==> config.mk <==
export PLATFORM = sky130hd
export DESIGN_NAME = lm32_tlb_csr_flat
export DESIGN_NICKNAME = d
export VERILOG_FILES = /design/src/rtl/lm32_tlb_csr_pkg.sv /design/src/rtl/lm32_tlb_csr_if.sv /design/src/rtl/lm32_tlb_csr.sv /design/src/flat_wrapper.sv
export SDC_FILE = /design/constraint.sdc
export NUM_CORES = 1
export LEC_CHECK = 0
export CORE_MARGIN = 3
export CORE_UTILIZATION = 41
export CTS_BUF_LIST = sky130_fd_sc_hd__clkbuf_4 sky130_fd_sc_hd__clkbuf_8
export CTS_CLUSTER_SIZE = 25
export DETAILED_ROUTE_END_ITERATION = 8
export PLACE_DENSITY = 0.95
export SETUP_SLACK_MARGIN = 0.02
export SKIP_LAST_GASP = 1
export SYNTH_ARGS = -nofsm -noshare
export SYNTH_HDL_FRONTEND = slang
export SYNTH_SLANG_ARGS = --single-unit
==> constraint.sdc <==
create_clock -name clk_i -period 4.6 [get_ports clk_i]
set_clock_uncertainty 0.05 [all_clocks]
set_input_delay 0.92 -clock clk_i [delete_from_list [all_inputs] [get_ports clk_i]]
set_output_delay 0.92 -clock clk_i [all_outputs]
set_load 0.02 [all_outputs]
==> src/rtl/lm32_tlb_csr_pkg.sv <==
// Shared definitions for the DTLB control CSR block: CSR indices,
// TLBCTRL command codes and the flush-busy FSM state encoding.
package lm32_tlb_csr_pkg;

  typedef logic [4:0] csr_idx_t;

  localparam csr_idx_t CSR_TLBVADDR    = 5'h10;
  localparam csr_idx_t CSR_TLBPADDR    = 5'h11;
  localparam csr_idx_t CSR_TLBCTRL     = 5'h12;
  localparam csr_idx_t CSR_TLBBADVADDR = 5'h13;

  typedef enum logic [2:0] {
    CMD_NOP        = 3'd0,
    CMD_UPDATE     = 3'd1,
    CMD_INVALIDATE = 3'd2,
    CMD_FLUSH      = 3'd3,
    CMD_CLEAR      = 3'd4
  } tlb_cmd_e;

  typedef enum logic {
    ST_IDLE  = 1'b0,
    ST_FLUSH = 1'b1
  } tlb_state_e;

endpackage

==> src/rtl/lm32_tlb_csr_if.sv <==
// X-stage rcsr/wcsr bus between the CPU (master) and the TLB CSR block (slave).
interface lm32_tlb_csr_if;
  import lm32_tlb_csr_pkg::*;

  csr_idx_t    csr_x;
  logic        csr_write_enable_x;
  logic [31:0] csr_write_data;
  logic [31:0] csr_read_data;

  modport master (
    output csr_x, csr_write_enable_x, csr_write_data,
    input  csr_read_data
  );

  modport slave (
    input  csr_x, csr_write_enable_x, csr_write_data,
    output csr_read_data
  );
endinterface

==> src/rtl/lm32_tlb_csr.sv <==
// DTLB control CSRs: address registers, one-cycle command pulses, flush-busy FSM.
// Miss address capture (TLBBADVADDR) is built only when CFG_TLB_BADVADDR_EN is defined.
module lm32_tlb_csr
  import lm32_tlb_csr_pkg::*;
#(
  parameter int entries   = 1024,
  parameter int page_size = 4096
) (
  input  logic          clk_i,
  input  logic          rst_i,
  lm32_tlb_csr_if.slave csr,
  input  logic          dtlb_miss,
  input  logic          stall_x,
  input  logic [31:0]   address_x,
  output logic [31:0]   dtlb_vaddr,
  output logic [31:0]   dtlb_paddr,
  output logic          dtlb_update,
  output logic          dtlb_invalidate,
  output logic          dtlb_flush,
  output logic          dtlb_miss_exception
);

  localparam int               offset_width = $clog2(page_size);
  localparam int               CNT_W        = $clog2(entries + 2);
  localparam logic [CNT_W-1:0] FLUSH_LOAD   = CNT_W'(entries + 1);
  localparam logic [31:0]      PAGE_MASK    = ~((32'd1 << offset_width) - 32'd1);

  tlb_state_e       state_q, state_d;
  logic [CNT_W-1:0] cnt_q, cnt_d;
  logic [31:0]      vaddr_q, paddr_q;
  logic             cmd_err_q;
  logic             update_q, invalidate_q, flush_q;
  logic [2:0]       cmd;
  logic             ctrl_wr, is_cmd, busy, accept, clear_status;
  logic             miss_pending;
  logic [31:0]      badvaddr;

  // NOTE: every combinational output gets a default first so no path infers a latch.
  always_comb begin
    ctrl_wr      = csr.csr_write_enable_x && (csr.csr_x == CSR_TLBCTRL);
    cmd          = csr.csr_write_data[2:0];
    is_cmd       = ctrl_wr && (cmd == CMD_UPDATE || cmd == CMD_INVALIDATE || cmd == CMD_FLUSH);
    busy         = (state_q == ST_FLUSH);
    accept       = is_cmd && !busy;
    clear_status = ctrl_wr && (cmd == CMD_CLEAR);
  end

  always_comb begin
    state_d = state_q;
    cnt_d   = cnt_q;
    unique case (state_q)
      ST_IDLE: begin
        if (accept && cmd == CMD_FLUSH) begin
          state_d = ST_FLUSH;
          cnt_d   = FLUSH_LOAD;
        end
      end
      ST_FLUSH: begin
        cnt_d = cnt_q - CNT_W'(1);
        if (cnt_d == '0) state_d = ST_IDLE;
      end
      default: state_d = ST_IDLE;
    endcase
  end

  // NOTE: sequential state uses non-blocking assignments so every register samples pre-edge values.
  always_ff @(posedge clk_i) begin
    if (rst_i) begin
      // Reset mirrors the DTLB power-up flush, so the block comes up busy.
      state_q      <= ST_FLUSH;
      cnt_q        <= FLUSH_LOAD;
      vaddr_q      <= '0;
      paddr_q      <= '0;
      cmd_err_q    <= 1'b0;
      update_q     <= 1'b0;
      invalidate_q <= 1'b0;
      flush_q      <= 1'b0;
    end else begin
      state_q      <= state_d;
      cnt_q        <= cnt_d;
      update_q     <= accept && (cmd == CMD_UPDATE);
      invalidate_q <= accept && (cmd == CMD_INVALIDATE);
      flush_q      <= accept && (cmd == CMD_FLUSH);
      if (csr.csr_write_enable_x && csr.csr_x == CSR_TLBVADDR)
        vaddr_q <= csr.csr_write_data & PAGE_MASK;
      if (csr.csr_write_enable_x && csr.csr_x == CSR_TLBPADDR)
        paddr_q <= csr.csr_write_data & PAGE_MASK;
      if (clear_status)
        cmd_err_q <= 1'b0;
      else if (is_cmd && busy)
        cmd_err_q <= 1'b1;
    end
  end

`ifdef CFG_TLB_BADVADDR_EN
  logic [31:0] badvaddr_q;
  logic        miss_pending_q, miss_exc_q, miss_qual;

  assign miss_qual = dtlb_miss && !stall_x && !miss_pending_q;

  // A qualified miss takes priority over a clear-status write in the same cycle.
  always_ff @(posedge clk_i) begin
    if (rst_i) begin
      badvaddr_q     <= '0;
      miss_pending_q <= 1'b0;
      miss_exc_q     <= 1'b0;
    end else begin
      miss_exc_q <= miss_qual;
      if (miss_qual) begin
        badvaddr_q     <= address_x;
        miss_pending_q <= 1'b1;
      end else if (clear_status) begin
        miss_pending_q <= 1'b0;
      end
    end
  end

  assign miss_pending        = miss_pending_q;
  assign badvaddr            = badvaddr_q;
  assign dtlb_miss_exception = miss_exc_q;
`else
  logic unused_miss_inputs;
  assign unused_miss_inputs  = ^{dtlb_miss, stall_x, address_x};
  assign miss_pending        = 1'b0;
  assign badvaddr            = '0;
  assign dtlb_miss_exception = 1'b0;
`endif

  always_comb begin
    csr.csr_read_data = '0;
    case (csr.csr_x)
      CSR_TLBVADDR:    csr.csr_read_data = vaddr_q;
      CSR_TLBPADDR:    csr.csr_read_data = paddr_q;
      CSR_TLBCTRL:     csr.csr_read_data = {29'b0, cmd_err_q, miss_pending, busy};
      CSR_TLBBADVADDR: csr.csr_read_data = badvaddr;
      default:         csr.csr_read_data = '0;
    endcase
  end

  assign dtlb_vaddr      = vaddr_q;
  assign dtlb_paddr      = paddr_q;
  assign dtlb_update     = update_q;
  assign dtlb_invalidate = invalidate_q;
  assign dtlb_flush      = flush_q;

endmodule

==> src/flat_wrapper.sv <==
// flat-port wrapper written by rule: the top's interface ports become plain ports
module lm32_tlb_csr_flat import lm32_tlb_csr_pkg::*;
#(
  parameter int entries   = 1024,
  parameter int page_size = 4096
)
  (clk_i, rst_i, dtlb_miss, stall_x, address_x, dtlb_vaddr, dtlb_paddr, dtlb_update, dtlb_invalidate, dtlb_flush, dtlb_miss_exception, csr_csr_x, csr_csr_write_enable_x, csr_csr_write_data, csr_csr_read_data);
  lm32_tlb_csr_if csr_i ();
  input  logic clk_i;
  input  logic rst_i;
  input  logic dtlb_miss;
  input  logic stall_x;
  input  logic [31:0] address_x;
  output logic [31:0] dtlb_vaddr;
  output logic [31:0] dtlb_paddr;
  output logic dtlb_update;
  output logic dtlb_invalidate;
  output logic dtlb_flush;
  output logic dtlb_miss_exception;
  input wire logic [$bits(csr_i.csr_x)-1:0] csr_csr_x;
  input wire logic [$bits(csr_i.csr_write_enable_x)-1:0] csr_csr_write_enable_x;
  input wire logic [$bits(csr_i.csr_write_data)-1:0] csr_csr_write_data;
  output wire logic [$bits(csr_i.csr_read_data)-1:0] csr_csr_read_data;
  assign csr_i.csr_x = csr_csr_x;
  assign csr_i.csr_write_enable_x = csr_csr_write_enable_x;
  assign csr_i.csr_write_data = csr_csr_write_data;
  assign csr_csr_read_data = csr_i.csr_read_data;
  lm32_tlb_csr #(.entries(entries), .page_size(page_size)) u_core (.clk_i(clk_i), .rst_i(rst_i), .csr(csr_i), .dtlb_miss(dtlb_miss), .stall_x(stall_x), .address_x(address_x), .dtlb_vaddr(dtlb_vaddr), .dtlb_paddr(dtlb_paddr), .dtlb_update(dtlb_update), .dtlb_invalidate(dtlb_invalidate), .dtlb_flush(dtlb_flush), .dtlb_miss_exception(dtlb_miss_exception));
endmodule
# == After elaboration in Yosys (flattened, before gate mapping) ==
# Cells that the tools add are included.
# op_classes
n_addsub,1
n_eq_ne,8
mux,6
bitwise_logic,1
reduce_logical,15
# ops
operator,count
$pmux 32 s3,1
$pmux 11 s2,1
$eq 5x5->1 const B,3
$logic_not 11->1,1
$mux 11,1
$sub 11x1->11 const B,1
$logic_and 1x1->1,10
$eq 3x2->1 const B,2
$eq 3x1->1 const B,1
$eq 3x3->1 const B,1
$logic_or 1x1->1,2
$mux 1,2
$ne 2x1->1 const B,1
$pmux 1 s2,1
$reduce_or 2->1,1
$logic_not 1->1,1
$not 1->1,1
# totals
ff_bits,56
input_bits,74
elab_cells,39

# == Longest topological paths before layout ==
# Gate-level depths: netlist of the first run.
# depth
ltp_word,8
depth_mapped,6
ltp_nobuf,6

# == Worst setup path before layout of the first run ==
# Ideal clock, no wire load.
# synth_timing
path_kind,input to output
start,input csr_csr_x[3]
end,output csr_csr_read_data[12]
t_arrival_ps,1813
required_time_ps,3630
setup_slack_ps,1817
stages,5
n_path_buf,1
path_cell_list,nor2_1 nand2_1 nor3_1 clkbuf_1 a22o_1
# synth_between
elab_chain_cells,2
elab_cells_between_ends,4
classes_between,eq/ne: 3; mux: 1
# synth_lines
item,line,rtl
from (decl),flat_wrapper.sv:20,input wire logic [$bits(csr_i.csr_x)-1:0] csr_csr_x;
$eq 5x5->1,lm32_tlb_csr.sv:131,case (csr.csr_x)
$pmux 32 s3 *,lm32_tlb_csr.sv:131,
to (decl),flat_wrapper.sv:23,output wire logic [$bits(csr_i.csr_read_data)-1:0] csr_csr_read_data;
# Every way passes the cells marked *; elsewhere a longest branch is shown, timed or not.

# == Final worst setup path of the first run ==
# layout_timing
start,input csr_csr_x[0]
end,output csr_csr_read_data[21]
# The elaborated chain is that of the path after synthesis.

==> run_results.csv, run 1 <==
group,metric,value,unit
outcome,status,"finished, final reports clean",
detailed_routing,routed_wl,7520,um
synth,syn_inst,342,
pwr,intPower,0.699,mW
synth,yosysWarnings,0,
synth,ys_types,41,
floorplan,die-height,87.8,um
cts,cts_tree,"yes",
cts,ctsResizeCount,0,
timing,setup_viol,0,
synth,synth_top_family_by_area,"simple AND/OR/NAND/NOR gates",
pwr,p_sw,0.283,mW
timing,tns,0,ps
cts,postCtsSetupRepairBufs,0,
synth,synth_area,0.00274,sq mm
synth,syn_area_per_cell,8.02,sq um
cts,worst_skew_pair.late_latency,310,ps
floorplan,core.rowCount,29,
cts,cts_buffer_depth,2,
final_layout,drive_gt1_share,4.94,%
floorplan,core_area,0.00642,sq mm
detailed_routing,viasPerCell,5.23,
timing,fmax,262,MHz
grt,grt_pass1_wl,11400,um
cts,cts_hold_buf,0,
detailed_routing,dr.pass1.iters,4,
grt,gr-total-overflow,0,
timing,min_period,3820,ps
grt,grt_usage,18.5,%
floorplan,start_util,42.7,%
final_layout,n_fill_cell,570,
worst_setup_path,cp.required,3630,ps
floorplan,num_io_pins,174,
timing,rsz0062_at_grt,"false",
synth,yosysSeqAreaShare,40.9,%
synth,synth-xor-area-share,0.639,%
worst_setup_path,cp_max_fo,20,
place,port_buffers,95,
synth,synthAdderAreaFrac,0.912,%
final_layout,postLayoutCoreUtil,57.4,%
timing,maxSlewViolCount,0,
final_layout,finalNonFillerCells,502,
grt,antenna_found_initial,0,
timing,fin_crit_sh,83.1,%
timing,tightest_slew,932,ps
cts,clockRootBuffer,"clkbuf_8",
synth,synthMuxAreaShare,0,%
place,dpl_worst_slack,797,ps
pwr,leakage,1.32,nW
detailed_routing,remaining_drc_errors,0,
pwr,switching_share,28.8,%
floorplan,dieWidth,87.8,um
synth,synth_compound_area_share,20.3,%
synth,synth-simple-area-share,24.0,%
cts,cts_made_buffers,5,
worst_hold_path,hold_path.class,"reg -> reg",
final_layout,fin_nets,500,
pwr,p_comb_share,16.9,%
pwr,seq_power_share,54.0,%
final_layout,areaGrowthSynthToFinish,34.4,%
cts,clock_sinks,56,
cts,htree_levels,2,
place,dp_cells,494,
detailed_routing,drt_iter0_drc,169,
pwr,ir_drop,0.125,mV
cts,clk_pin_slew_worst_paths,90,ps
floorplan,die_area,0.00771,sq mm
final_layout,num_antenna_cells,0,
worst_setup_path,worstSetupPathType,"in -> out",
worst_setup_path,cp_data_arrival_time,2850,ps
timing,setup_ws,776,ps
grt,grt_max_degree,54,
pwr,p_per_area,266,mW/mm^2
detailed_routing,detail-route-antenna-nets,0,
synth,ys_ff_latch,56,
worst_setup_path,critPathCaptureType,"output pin",
place,dp_hpwl,5490,um
pwr,clkPwrFrac,29.0,%
worst_setup_path,startpoint_type,"input port",
detailed_routing,dr_total_vias,2627,
timing,slew_headroom,37.9,%
place,gp_congestion,0.805,
detailed_routing,avgRoutedWirePerCell,15.0,um
grt,grt_pass1_vias,2516,
timing,final-hold-violation-count,0,
job,maxCapViolCount,0,
## state kept, by name, indices dropped and copies added, names as in the netlist
| register | flops |
|---|---|
| u_core.busy | 1 |
| u_core.dtlb_flush | 1 |
| u_core.cmd_err_q | 1 |
| u_core.dtlb_paddr | 20 |
| u_core.dtlb_update | 1 |
| u_core.dtlb_vaddr | 20 |
| u_core.cnt_q | 11 |
| u_core.dtlb_invalidate | 1 |
## cell families (layout without fill, tap and decap cells)
group                    count (synthesis)  after routing
flip-flops                              56             56
other                                    1             35
buffers and inverters                   60            109
AO/OA/AOI/OAI                           86             86
adder cells (fa/ha/maj)                  2              2
AND/OR/NAND/NOR                        135            135
XOR/XNOR                                 2              2
## layout by cell type, fill, tap and decap left out, drive strengths merged, types with 2 or more instances in the layout
| cell type | n |
|---|---|
| clkbuf | 6 |
| inv | 5 |
| a311oi | 3 |
| and2 | 2 |
| conb | 35 |
| o211ai | 2 |
| nand3 | 4 |
| nor3 | 5 |
| o31a | 2 |
| or4 | 3 |
| nor2 | 4 |
| ha | 2 |
| a31oi | 4 |
| clkdlybuf4s50 | 94 |
| a21oi | 45 |
| buf | 3 |
| nor4b | 2 |
| nand2b | 5 |
| o21ai | 4 |
| a22o | 20 |
| nand2 | 91 |
| nor3b | 4 |
| o21a | 2 |
| dfxtp | 56 |
| nor4 | 6 |
| xnor2 | 2 |
| nand4 | 2 |
| and3 | 4 |
## cell usage after synthesis
master    count  area [sq um]
nand2_1      90           338
dfxtp_1      56          1120
a21oi_1      45           225
buf_4        35           263
a22o_1       20           175
clkbuf_1     16          60.1
buf_2         5          25.0
nand2b_1      5          31.3
nor3_1        5          25.0
nor4_1        5          31.3
a31oi_1       4          25.0
inv_1         4          15.0
nand3_1       4          20.0
nor2_1        4          15.0
nor3b_1       4          30.0
a311oi_1      3          26.3
and3_1        3          18.8
o21ai_0       3          15.0
and2_1        2          12.5
ha_1          2          25.0
nand4_1       2          12.5
nor4b_2       2          30.0
o211ai_1      2          15.0
o21a_1        2          15.0
or4_1         2          15.0
xnor2_1       2          17.5
a21o_1        1          7.51
a31o_2        1          8.76
a41oi_1       1          8.76
and3_2        1          7.51
and4bb_1      1          12.5
conb_1        1          3.75
nand2_2       1          6.26
nand4b_1      1          8.76
nor4_4        1          21.3
nor4bb_1      1          10.0
o211a_1       1          10.0
o21ai_1       1          5.00
o31a_1        1          8.76
o31a_2        1          10.0
or4_4         1          11.3
## critical path: stages
cell             delay (ps)
clkdlybuf4s50_1         570
inv_1                   120
nor3_2                  150
buf_4                   290
a22o_1                  200
clkdlybuf4s50_1         600
## layout make-up
| class | instances | area, sq um | share of cell area [%] |
|---|---|---|---|
| flip-flops and latches | 56 | 1120 | 30.4 |
| clock inverters | 2 | 13.8 | 0.373 |
| clock buffers | 6 | 82.6 | 2.24 |
| repair buffers | 97 | 961 | 26.1 |
| inverters | 4 | 15.0 | 0.407 |
| multi-input cells | 260 | 1400 | 37.9 |
| well taps | 77 | 96.3 | 2.61 |
## per-layer routing
layer | GRT usage, % | vias to the layer above | wire [um]
li1 | - | 1275 | -
met1 | 20.6 | 1243 | 2830
met2 | 34.7 | 96 | 4130
met3 | 4.33 | 13 | 435
met4 | 5.58 | 0 | 120
met5 | 0 | - | 0
## power groups by stage
stage          sequential, mW  combinational, mW  clock, mW
6_report                0.531              0.166      0.285
5_1_grt                 0.533              0.181      0.311
4_1_cts                 0.530              0.165      0.289
3_5_place_dp            0.541              0.164          0
3_3_place_gp            0.539              0.157          0
2_1_floorplan           0.534              0.136          0
## final timing paths
kind | from | end | slack (ps) | cells past startpoint
worst max-delay path | csr_csr_x[0] | csr_csr_read_data[21] | 780 | 6
worst min-delay path | u_core.dtlb_vaddr[29] | u_core.dtlb_vaddr[29] | 430 | 2
worst max register to register | u_core.busy | u_core.cnt_q[10] | 2510 | 4
worst min register to register | u_core.dtlb_vaddr[29] | u_core.dtlb_vaddr[29] | 430 | 2
## through the flow
| stage | power [mW] | cell area, sq um | hold slack (ps) |
|---|---|---|---|
| 2_1_floorplan | 0.671 | 2870 | 414 |
| 3_3_place_gp | 0.696 | 3590 | 407 |
| 3_5_place_dp | 0.705 | 3590 | 418 |
| 4_1_cts | 0.984 | 3690 | 432 |
| 5_1_grt | 1.03 | 3690 | 446 |
| 6_report | 0.982 | 3690 | 427 |
No activity file was read; power rests on OpenSTA's default activity.
==> inputs of run 2 (changes only) <==
- CORE_UTILIZATION: 41 -> 34
- PLACE_DENSITY: 0.95 -> 0.89
- clock period: 4.6 -> 3.5 ns (I/O delays scaled with it)
==> run 2 against run 1 <==
Compared with the run above: register-to-register slack got worse by 940 ps; worst hold slack got worse by 1.5 ps; via count up 2.4%; non-clock buffer count is 8 higher; sequential share of layout area decreased by 1.0 points; critical endpoint is now csr_csr_read_data[20]; highest routed layer unchanged.
==> run_results.csv, run 2 (synthesis results as in run 1) <==
group,metric,value,unit
worst_setup_path,reg2reg_depth,6,
final_layout,final_cell_area,0.00382,sq mm
worst_hold_path,hold_depth,2,
final_layout,mostFrequentLayoutCell,"clkdlybuf4s50_1",
grt,grt_max_degree,54,
final_layout,areaGrowthSynthToFinish,39.2,%
pwr,p_comb_share,16.1,%
place,port_buffers,95,
worst_setup_path,cp_max_fo,15,
cts,cts_hold_buf,0,
cts,cts_tree,"yes",
detailed_routing,remaining_drc_errors,0,
cts,htree_levels,2,
pwr,clkPwrFrac,33.2,%
worst_hold_path,worstHoldStart,"u_core.dtlb_vaddr[23]",
pwr,leakage,1.39,nW
timing,setup_viol,0,
detailed_routing,detail-route-antenna-nets,0,
pwr,p_sw,0.361,mW
pwr,ir_drop,0.211,mV
worst_setup_path,crit_top_cell,"clkdlybuf4s50_1",
floorplan,core_area,0.00777,sq mm
cts,worst_skew_pair.late_latency,290,ps
worst_setup_path,critPathSlowestCell,"clkdlybuf4s50_1",
timing,fmax,289,MHz
place,dpl_worst_slack,63.9,ps
floorplan,dieWidth,95.8,um
cts,cts_made_buffers,5,
pwr,intPower,1.01,mW
detailed_routing,drt_iter0_drc,160,
timing,maxSlewViolCount,0,
grt,gr-total-overflow,0,
final_layout,final_cell_mix,"clkdlybuf4s50_1, nand2_1, dfxtp_1",
worst_hold_path,hold_path_end,"u_core.dtlb_vaddr[23]",
worst_setup_path,timing.rr.end,"u_core.cnt_q[10]",
worst_setup_path,cp.required,2750,ps
detailed_routing,avgRoutedWirePerCell,14.5,um
floorplan,die_area,0.00918,sq mm
cts,clock_sinks,56,
detailed_routing,dr_total_vias,2690,
grt,grt_pass1_vias,2480,
cts,cts_buffer_depth,2,
timing,final-hold-violation-count,0,
final_layout,fin_nets,508,
job,maxCapViolCount,0,
timing,slew_headroom,34.5,%
worst_setup_path,worstSetupPathType,"in -> out",
worst_hold_path,hold_path.class,"reg -> reg",
worst_setup_path,cp_data_arrival_time,2710,ps
place,place_area,0.00368,sq mm
grt,antenna_found_initial,0,
worst_setup_path,rrSetupSlack,1570,ps
final_layout,drive_gt1_share,6.70,%
detailed_routing,viasPerCell,5.03,
timing,tightest_slew,983,ps
grt,grt_usage,16.0,%
pwr,switching_share,26.3,%
worst_setup_path,crit_chain,"clkdlybuf4s50_1 > inv_1 > nor3_2 > buf_6 > a22o_1 > clkdlybuf4s50_1",
final_layout,multi_input_area,0.00140,sq mm
final_layout,num_antenna_cells,0,
place,dp_hpwl,5640,um
worst_setup_path,cpPeakStageDelay,620,ps
timing,setup_ws,44.6,ps
pwr,seq_power_share,50.7,%
floorplan,start_util,35.3,%
timing,tns,0,ps
floorplan,core.rowCount,32,
floorplan,die-height,95.8,um
detailed_routing,routed_wl,7760,um
place,gp_congestion,0.840,
detailed_routing,dr.pass1.iters,5,
outcome,status,"finished, final reports clean",
worst_setup_path,startpoint_type,"input port",
worst_setup_path,r2r-start,"u_core.cnt_q[0]",
final_layout,n_fill_cell,733,
pwr,p_per_area,359,mW/mm^2
worst_setup_path,critPathCaptureType,"output pin",
timing,min_period,3460,ps
floorplan,num_io_pins,174,
timing,fin_crit_sh,98.7,%
grt,grt_pass1_wl,11700,um
timing,rsz0062_at_grt,"true",
final_layout,area.sequential,0.00112,sq mm
cts,clk_pin_slew_worst_paths,100,ps
cts,clockRootBuffer,"clkbuf_8",
==> run 2: cell types whose count changed in the layout (fill, tap and decap cells not counted), sizes merged <==
cell           before  now
inv                 5    4
dlymetal6s2s        0    1
bufinv              0    1
clkinv              1    0
clkdlybuf4s50      94   93
buf                 3   11
clkbuf              6    7
==> run 2: how the worst max path moves through the flow <==
stage                       startpoint               endpoint  slack, ps
after floorplan           csr_csr_x[3]  csr_csr_read_data[12]       1160
after global placement    csr_csr_x[0]  csr_csr_read_data[15]        100
after detailed placement  csr_csr_x[0]  csr_csr_read_data[20]         60
after CTS                 csr_csr_x[0]  csr_csr_read_data[20]         50
after global routing      csr_csr_x[0]  csr_csr_read_data[25]         10
final                     csr_csr_x[0]  csr_csr_read_data[20]         40
==> run 2: repair_timing <==
action                                 in CTS  in global routing
endpoints found under the hold margin       0                  0
setup endpoints to repair                   0                 15
resized for setup                           0                  3
buffers inserted                            0                  0
==> run 2: routing by layer <==
metal	global-route usage, %	share of wire [%]	wire length (um)	vias to the layer above
met1	19.3	40	3090	1297
met2	29.2	54	4160	93
met3	3.05	6.0	464	2
met5	0	0	0	-
li1	-	-	-	1298
met4	3.79	0.59	46	0
==> run 2: critical path: cells and delay by family <==
kind / cells / cell delay, ps
AO/OA/AOI/OAI: 1 / 160
buffers and inverters: 4 / 1540
AND/OR/NAND/NOR: 1 / 300
==> run 2: metrics by stage <==
stage	utilization, %	hold WS (ps)	total power [mW]	std cells
after CTS	49.0	425	1.38	535
final	49.1	425	1.37	535
after global routing	49.1	449	1.44	535
after global placement	47.4	407	0.920	527
after floorplan	-	414	0.882	376
after detailed placement	47.4	411	0.927	527
==> run 2: layout make-up <==
class	count	share of cell area, %
Multi-Input combinational cell	260	36.6
Tap cell	102	3.34
Clock inverter	1	0.787
Clock buffer	7	2.52
Sequential cell	56	29.4
Inverter	4	0.393
Timing Repair Buffer	105	27.0
==> run 2: power by group through the flow <==
stage               combinational, mW  clock, mW  sequential (mW)
finish                          0.222      0.455            0.695
global route                    0.243      0.495            0.699
CTS                             0.220      0.463            0.694
detailed placement              0.218          0            0.709
global placement                0.214          0            0.706
floorplan                       0.179          0            0.702
